==> src/rtl/pool_scheduler.sv <==
`default_nettype none
// ============================================================================
// Module  : pool_scheduler
// Purpose : 2x2 stride-2 max-pool sequencer. It reads each window from an
//           input map memory, keeps a running signed maximum and writes one
//           pooled element per window to an output memory. The write side
//           uses a valid/ready handshake.
// Options : define POOL_RELU_FUSE_EN to clamp negative maxima to zero on
//           write. Timing is the same whether or not it is defined.
// Revision: 1.0 - initial release
// ============================================================================
module pool_scheduler #(
    parameter int IN_WIDTH  = 28,
    parameter int OUT_WIDTH = 14,
    parameter int DATA_W    = 32,
    parameter int ADDR_W    = 16
) (
    input  logic                     clk,
    input  logic                     reset,
    input  logic                     start,
    output logic                     busy,
    output logic                     done,
    output logic                     rd_en,
    output logic [ADDR_W-1:0]        rd_addr,
    input  logic signed [DATA_W-1:0] rd_data,
    output logic                     wr_en,
    input  logic                     wr_ready,
    output logic [ADDR_W-1:0]        wr_addr,
    output logic signed [DATA_W-1:0] wr_data
);

    localparam logic [ADDR_W-1:0] c_IN_WIDTH  = ADDR_W'(IN_WIDTH);
    localparam logic [ADDR_W-1:0] c_OUT_WIDTH = ADDR_W'(OUT_WIDTH);
    localparam logic [ADDR_W-1:0] c_OUT_LAST  = ADDR_W'(OUT_WIDTH - 1);

    typedef enum logic [2:0] {
        S_IDLE  = 3'd0,
        S_READ  = 3'd1,
        S_DRAIN = 3'd2,
        S_WRITE = 3'd3,
        S_DONE  = 3'd4
    } state_t;

    state_t                    r_state;
    logic [1:0]                r_tap;
    logic [ADDR_W-1:0]         r_out_x;
    logic [ADDR_W-1:0]         r_out_y;
    logic signed [DATA_W-1:0]  r_acc;
    logic                      r_cap_vld;     // rd_data this cycle belongs to a valid tap
    logic                      r_cap_first;   // ...and that tap was tap 0
    logic                      r_busy;
    logic                      r_done;
    logic                      r_rd_en;
    logic [ADDR_W-1:0]         r_rd_addr;
    logic                      r_wr_en;
    logic [ADDR_W-1:0]         r_wr_addr;
    logic signed [DATA_W-1:0]  r_wr_data;

    logic signed [DATA_W-1:0]  w_acc_next;
    logic signed [DATA_W-1:0]  w_out_val;
    logic [ADDR_W-1:0]         w_next_x;
    logic [ADDR_W-1:0]         w_next_y;
    logic                      w_last_win;

    // Row or column of a tap: twice the window index plus the kernel offset.
    function automatic logic [ADDR_W-1:0] f_pos(input logic [ADDR_W-1:0] base, input logic k);
        return (base << 1) + ADDR_W'(k);
    endfunction

    function automatic logic [ADDR_W-1:0] f_tap_addr(input logic [ADDR_W-1:0] oy,
                                                     input logic [ADDR_W-1:0] ox,
                                                     input logic [1:0]        tap);
        return f_pos(oy, tap[1]) * c_IN_WIDTH + f_pos(ox, tap[0]);
    endfunction

    // Taps hanging off the right or bottom edge of an odd-sized map are skipped.
    function automatic logic f_tap_ok(input logic [ADDR_W-1:0] oy,
                                      input logic [ADDR_W-1:0] ox,
                                      input logic [1:0]        tap);
        return (f_pos(oy, tap[1]) < c_IN_WIDTH) && (f_pos(ox, tap[0]) < c_IN_WIDTH);
    endfunction

    assign w_last_win = (r_out_x == c_OUT_LAST) && (r_out_y == c_OUT_LAST);
    assign w_next_x   = (r_out_x == c_OUT_LAST) ? '0 : r_out_x + 1'b1;
    assign w_next_y   = (r_out_x == c_OUT_LAST) ? r_out_y + 1'b1 : r_out_y;

    // Running maximum: tap 0 loads, later taps replace only when strictly greater.
    always_comb begin
        w_acc_next = r_acc;
        if (r_cap_vld && (r_cap_first || (rd_data > r_acc))) begin
            w_acc_next = rd_data;
        end
    end

`ifdef POOL_RELU_FUSE_EN
    // Fused ReLU: a negative maximum is written as zero.
    always_comb begin
        w_out_val = w_acc_next;
        if (w_acc_next[DATA_W-1]) begin
            w_out_val = '0;
        end
    end
`else
    // Raw signed maximum is written unchanged.
    always_comb begin
        w_out_val = w_acc_next;
    end
`endif

    // Sequencer: state, window counters, accumulator and all registered outputs.
    always_ff @(posedge clk) begin
        if (!reset) begin
            r_state     <= S_IDLE;
            r_tap       <= '0;
            r_out_x     <= '0;
            r_out_y     <= '0;
            r_acc       <= '0;
            r_cap_vld   <= 1'b0;
            r_cap_first <= 1'b0;
            r_busy      <= 1'b0;
            r_done      <= 1'b0;
            r_rd_en     <= 1'b0;
            r_rd_addr   <= '0;
            r_wr_en     <= 1'b0;
            r_wr_addr   <= '0;
            r_wr_data   <= '0;
        end else begin
            r_acc       <= w_acc_next;
            r_cap_vld   <= (r_state == S_READ) && r_rd_en;
            r_cap_first <= (r_state == S_READ) && (r_tap == 2'd0);
            r_done      <= 1'b0;
            r_rd_en     <= 1'b0;
            case (r_state)
                S_IDLE: begin
                    if (start) begin
                        r_state   <= S_READ;
                        r_busy    <= 1'b1;
                        r_tap     <= 2'd0;
                        r_out_x   <= '0;
                        r_out_y   <= '0;
                        r_rd_en   <= f_tap_ok('0, '0, 2'd0);
                        r_rd_addr <= f_tap_addr('0, '0, 2'd0);
                    end
                end
                S_READ: begin
                    if (r_tap == 2'd3) begin
                        r_state <= S_DRAIN;
                    end else begin
                        r_tap     <= r_tap + 2'd1;
                        r_rd_en   <= f_tap_ok(r_out_y, r_out_x, r_tap + 2'd1);
                        r_rd_addr <= f_tap_addr(r_out_y, r_out_x, r_tap + 2'd1);
                    end
                end
                S_DRAIN: begin
                    // Last tap's data lands this cycle; fold it in while loading the write.
                    r_state   <= S_WRITE;
                    r_wr_en   <= 1'b1;
                    r_wr_addr <= r_out_y * c_OUT_WIDTH + r_out_x;
                    r_wr_data <= w_out_val;
                end
                S_WRITE: begin
                    if (wr_ready) begin
                        r_wr_en <= 1'b0;
                        if (w_last_win) begin
                            r_state <= S_DONE;
                            r_done  <= 1'b1;
                        end else begin
                            r_state   <= S_READ;
                            r_tap     <= 2'd0;
                            r_out_x   <= w_next_x;
                            r_out_y   <= w_next_y;
                            r_rd_en   <= f_tap_ok(w_next_y, w_next_x, 2'd0);
                            r_rd_addr <= f_tap_addr(w_next_y, w_next_x, 2'd0);
                        end
                    end
                end
                S_DONE: begin
                    r_state <= S_IDLE;
                    r_busy  <= 1'b0;
                end
                default: begin
                    r_state <= S_IDLE;
                    r_busy  <= 1'b0;
                end
            endcase
        end
    end

    assign busy    = r_busy;
    assign done    = r_done;
    assign rd_en   = r_rd_en;
    assign rd_addr = r_rd_addr;
    assign wr_en   = r_wr_en;
    assign wr_addr = r_wr_addr;
    assign wr_data = r_wr_data;

endmodule
`default_nettype wire

==> config.mk <==
export PLATFORM = sky130hd
export DESIGN_NAME = pool_scheduler
export DESIGN_NICKNAME = d
export VERILOG_FILES = /design/src/rtl/pool_scheduler.sv
export SDC_FILE = /design/constraint.sdc
export NUM_CORES = 1
export LEC_CHECK = 0
export ABC_AREA = 1
export CAP_MARGIN = 25
export CORE_MARGIN = 1
export CORE_UTILIZATION = 55
export CTS_CLUSTER_SIZE = 14
export DETAILED_ROUTE_END_ITERATION = 6
export GPL_TIMING_DRIVEN = 0
export MAX_ROUTING_LAYER = met4
export PLACE_DENSITY_LB_ADDON = 0.08
export REMOVE_ABC_BUFFERS = 1
export SLEW_MARGIN = 0
export SYNTH_ARGS = -nofsm -noshare
export SYNTH_HDL_FRONTEND = slang
export SYNTH_SLANG_ARGS = --single-unit
==> constraint.sdc <==
create_clock -name clk -period 6.6 [get_ports clk]
set_input_delay 1.65 -clock clk [delete_from_list [all_inputs] [get_ports clk]]
set_output_delay 1.65 -clock clk [all_outputs]
set_load 0.01 [all_outputs]
Word level (Yosys, flattened, before mapping). Cells that the tools add are included.

Word-level logic and storage cells: 98. Flip-flop bits (word level): 139. Bits of input ports: 36.

Multiplexer cells: 34. Multiply operators: 3. $lt $le $gt $ge: 5. Eq/ne operators: 12. Reductions and logical operators: 20. Add/sub/neg operators: 8. Bitwise operators: 1.

Operators with widths (number): 2-to-1 mux 16 bit (10); less-than comparator 16 x 5 -> 1 bit (second input constant) (4); case mux 16 bit (2 select lines) (2); adder 16 bit (3); case mux 16 bit (3 select lines) (1); adder 16 x 1 -> 16 bit (2); adder 16 x 1 -> 16 bit (second input constant) (2); equality test 16 x 4 -> 1 bit (second input constant) (2); greater-than comparator 32 bit (1); 2-to-1 mux 32 bit (1); multiplier 16 x 3 -> 14 bit (second input constant) (1); multiplier 16 x 3 -> 15 bit (second input constant) (1); multiplier 15 x 3 -> 13 bit (second input constant) (1); 2-to-1 mux 3 bit (4); case mux 3 bit (4 select lines) (1); inequality test 2 bit (second input constant) (5); AND reduction 5 bit (2); 2-to-1 mux 2 bit (4); 2-to-1 mux 1 bit (7); equality test 3 x 2 -> 1 bit (second input constant) (2); logical AND 1 bit (6); case mux 2 bit (3 select lines) (1); AND reduction 3 bit (2); case mux 1 bit (2 select lines) (2); 14 further kinds (16).

Logic depth before layout (Yosys ltp).
Depth in word-level cells: 7. Mapped depth: 39. Gate-level depth less buffers: 38.

Worst setup path before layout. OpenSTA, ideal clock, no wires.

Kind: reg-to-reg. Start: register r_out_x[1]. End: register r_rd_addr[15] (netlist: rd_addr[15]). Setup slack: 1845 ps. Setup time: 131 ps. Required time: 6469 ps. Cell stages (with the launch flop): 37. Path buffers: 1. Arrival time: 4624 ps. Cell sequence: dfxtp_1 inv_1 ha_1 inv_1 nor2_8 inv_2 nor2_2 nand2_2 buf_6 xor2_1 xor2_1 inv_1 ha_1 or2_2 ha_1 nand3_1 nand3_1 nand2_1 nand2_1 a21oi_1 nor2_1 o21ai_0 nand2_1 nand2_1 nand2_1 a21oi_1 xnor2_1 ha_1 a21o_1 a31oi_1 nand3_1 inv_1 nand3_1 nand3_1 nand2_1 nand2_1 a21oi_2.

Cells in the longest elaborated chain, start to end: 7.

RTL lines: start, declared (line 46) `logic [ADDR_W-1:0] r_out_x;`; start signal, assigned (line 170) `r_out_x <= w_next_x;`; equality test 16 x 4 -> 1 bit (line 83, 84, 85); 2-to-1 mux 16 bit (line 85) `assign w_next_y = (r_out_x == c_OUT_LAST) ? r_out_y + 1'b1 : r_out_y;`; multiplier 15 x 3 -> 13 bit (line 73) `return f_pos(oy, tap[1]) * c_IN_WIDTH + f_pos(ox, tap[0]);`; adder 16 bit (line 73); 2-to-1 mux 16 bit (line 164) `if (w_last_win) begin`; 2-to-1 mux 16 bit (line 162) `if (wr_ready) begin`; case mux 16 bit (3 select lines) (line 133) `case (r_state)`; end signal, assigned (line 142) `r_rd_addr <= f_tap_addr('0, '0, 2'd0);`; end signal, assigned (line 151) `r_rd_addr <= f_tap_addr(r_out_y, r_out_x, r_tap + 2'd1);`; end signal, assigned (line 173) `r_rd_addr <= f_tap_addr(w_next_y, w_next_x, 2'd0);`; end, declared (line 54) `logic [ADDR_W-1:0] r_rd_addr;`.

Several ways; a longest one is shown, not always the timed one. The select of a mux whose other input is x is not followed. A chain may end at the register's enable or synchronous reset.

Final worst setup path. Ends and elaborated chain as after synthesis.

==> impl_results.md <==
* Total gr overflow at 0
* Routability cong. at 0.9665
* Share of total power in the clock network at 34.8%
* Commonest non-fill, non-tap cells in the layout: nand2_1 (362), inv_1 (234), a21oi_1 (164)
* Final #Nets at 1,913
* Pwr Density at 198.6 nW/um^2
* Top cells by area, synth: dfxtp_1 (24%), ha_1 (15%), nand2_1 (12%)
* Routed len/inst at 15.55 microns
* Mapped Cells at 1,636
* I/O pin total at 104
* FP Rows at 52
* XOR/XNOR Fraction of Synth Area at 4.758%
* Crit path time final at 5.811 ns
* Setup bufs post-CTS at 0
* Gr usage total at 31.17%
* Largest stage delay, worst path at 0.52 ns
* Die X at 146.0 microns
* Final WL at 31.11 mm
* Pint at 1.763 mW
* Worst slew margin at 28.34%
* IO Port Bufs at 103
* Outcome: completed
* CTS Root Buffer Type: clkbuf_16
* Largest area contributor in the netlist: dfxtp_1
* Mux cell area share after synthesis at 0%
* Cts repair resizes at 0
* Antenna fix cells at 0
* Top cell type's share of synthesized area at 24.38%
* Slowest cell on crit path: dfxtp_1
* ANT nets after route at 0
* Initial DRC count at 601
* Final Worst Setup Slack at 0.7894 ns
* Commonest non-fill, non-tap cell in the layout: nand2_1
* Startpoint class of the critical path: flip-flop
* Fraction of registers with async set/reset at 0%
* Dpl cells at 1,969
* Hold Crit Class: reg2reg
* Die Y at 146.0 microns
* Period utilisation layout at 88.04%
* Power Total at 2.643 mW
* Netlist cell types at 53
* Area share of and/or/nand/nor cells after synthesis at 25.30%
* Largest net degree at the start of global routing at 53
* Global-route wire length before repair at 51.46 mm
* Unrepaired setup endpoints after global routing: false
* Post-synth EDFFs at 0
* Setup CP Type: reg2reg
* Flop pwr share at 37.2%
* Final HPWL DP at 24.23 mm
* Pleak at 6.403 nW
* Vias per cell at 5.376
* Avg Cell Area, Syn at 6.976 sq um
* Measured slew at the worst slew-check pin at 1.071 ns
* Starting Density at 56.22%
* Die ar. at 21,330 sq um
* Part of the Yosys area used for sequential elements at 24.38%
* Share of layout cells above drive strength 1 at 6.066%
* Clk slew on worst S/H paths at 0.07 ns
* Ys Warns at 0
* Worst Path Required at 6.92 ns
* Area Overhead vs Synth at 16.59%
* TritonRoute pass-1 iters at 5
* DR vias at 10,760
* CP top delay family: simple AND/OR/NAND/NOR gates
* Core Region at 20,300 sq um
* Clock skew at 0.01474 ns
* DRC at 0
* Adder-cell share of the synthesized area at 18.95%
* Number of buffers and inverters on the critical path at 5
* Max-cap violations at 0
* F_max at 172.1 MHz
* # hold bufs at CTS at 0
* Sw frac at 33.30%
* Number of H-tree levels at 4
* Critical path peak fanout at 13
* CTS tree: done
* Largest family of logic cells by synthesized area: simple AND/OR/NAND/NOR gates
* Switch Pwr at 0.8800 mW
* Vias in the first global route at 10,580
* Synth Register Bits at 139
* Num CTS Buffers at 17
* Clock Sinks at 139
* Worst setup EP type: flip-flop
* Final hold violation count at 0
* Comb pwr share at 28.0%
* Initial antenna violation count at 0
* Post-synthesis compound-gate area fraction at 16.45%
* Dominant synthesized flop cell: dfxtp_1
* Mapped Area at 11,410 sq um
* Clk buf depth at 2
* Clk_lat worst skew at 0.44 ns
* CP most frequent cell: nand2_1
* Final-report setup violation count at 0
* Peak supply drop at 0.1975 mV
* Slew Limit Fails at 0
* Fin cells at 2,001
* Pre-CTS setup slack at 0.7736 ns
* Worst EP arrival at 6.13 ns
-- kinds of logic after synthesis --
kind of cell | after synthesis
AND/OR/NAND/NOR | 652
AO/OA/AOI/OAI | 325
buffers and inverters | 299
adder cells (fa/ha/maj) | 159
flip-flops | 139
XOR/XNOR | 62
-- state kept, by name, indices dropped and copies added, names as in the netlist, 2 cells and up --
register	cells
r_out_y	16
r_state	3
r_out_x	16
wr_data	32
r_acc	32
r_tap	2
wr_addr	16
rd_addr	16
-- worst min-delay path: stages, from the launching register on --
cell and delay, ns:
dfxtp_1 0.31, nand2_1 0.06, nor2_1 0.03
-- per-stage QoR --
step | instance area (sq um) | setup TNS [ns] | hold WS [ns] | utilization [%]
after floorplan | 11200 | 0 | 0.4577 | -
after global placement | 12570 | -3.720 | 0.4388 | 61.93
after detailed placement | 12750 | 0 | 0.4464 | 62.83
after CTS | 13310 | 0 | 0.4589 | 65.54
after global routing | 13310 | 0 | 0.4792 | 65.54
final | 13310 | 0 | 0.4532 | 65.54
-- routing by layer --
| metal | up-vias | GRT usage [%] | part of all wire (%) |
|---|---|---|---|
| li1 | 5505 | - | - |
| met1 | 4933 | 36.34 | 43 |
| met2 | 251 | 52.58 | 48 |
| met3 | 69 | 5.156 | 5.1 |
| met4 | 0 | 14.17 | 4.0 |
| met5 | - | - | 0 |
-- layout make-up --
| type | count | area [sq um] |
|---|---|---|
| Sequential cell | 139 | 2783 |
| Fill cell | 1940 | 6994 |
| Inverter | 252 | 953.4 |
| Clock buffer | 19 | 432.9 |
| Multi-Input combinational cell | 1198 | 7477 |
| Timing Repair Buffer | 110 | 1204 |
| Tap cell | 270 | 337.8 |
| Clock inverter | 13 | 117.6 |
-- power groups by stage --
stage | Sequential [mW] | Combinational, mW | Clock (mW)
after floorplan | 1.03 | 0.374 | 0
after global placement | 1.00 | 0.701 | 0
after detailed placement | 1.00 | 0.736 | 0
after CTS | 0.983 | 0.743 | 0.930
after global routing | 0.995 | 0.813 | 0.971
final | 0.982 | 0.740 | 0.920
-- synth_stat cells, types with 6 or more instances --
master    count
a21oi_1     164
a31oi_1       8
buf_2         8
clkbuf_1     33
dfxtp_1     139
fa_1         23
ha_1        136
inv_1       235
inv_2        15
nand2_1     362
nand2_2      12
nand2_4       6
nand3_1     125
nand4_1      16
nor2_1       85
nor2_2        7
nor3_1       16
o21a_1       37
o21ai_0      66
o21bai_1     17
xnor2_1      16
xor2_1       46
-- worst paths after layout --
kind                            cells after the start     endpoint  slack, ns        from
worst max-delay path                               36  rd_addr[15]       0.79  r_out_x[1]
worst min-delay path                                2    r_cap_vld       0.45       rd_en
worst max register to register                     36  rd_addr[15]       0.79  r_out_x[1]
worst min register to register                      2    r_cap_vld       0.45       rd_en
Note: power is estimated with default switching activity, not from simulation.
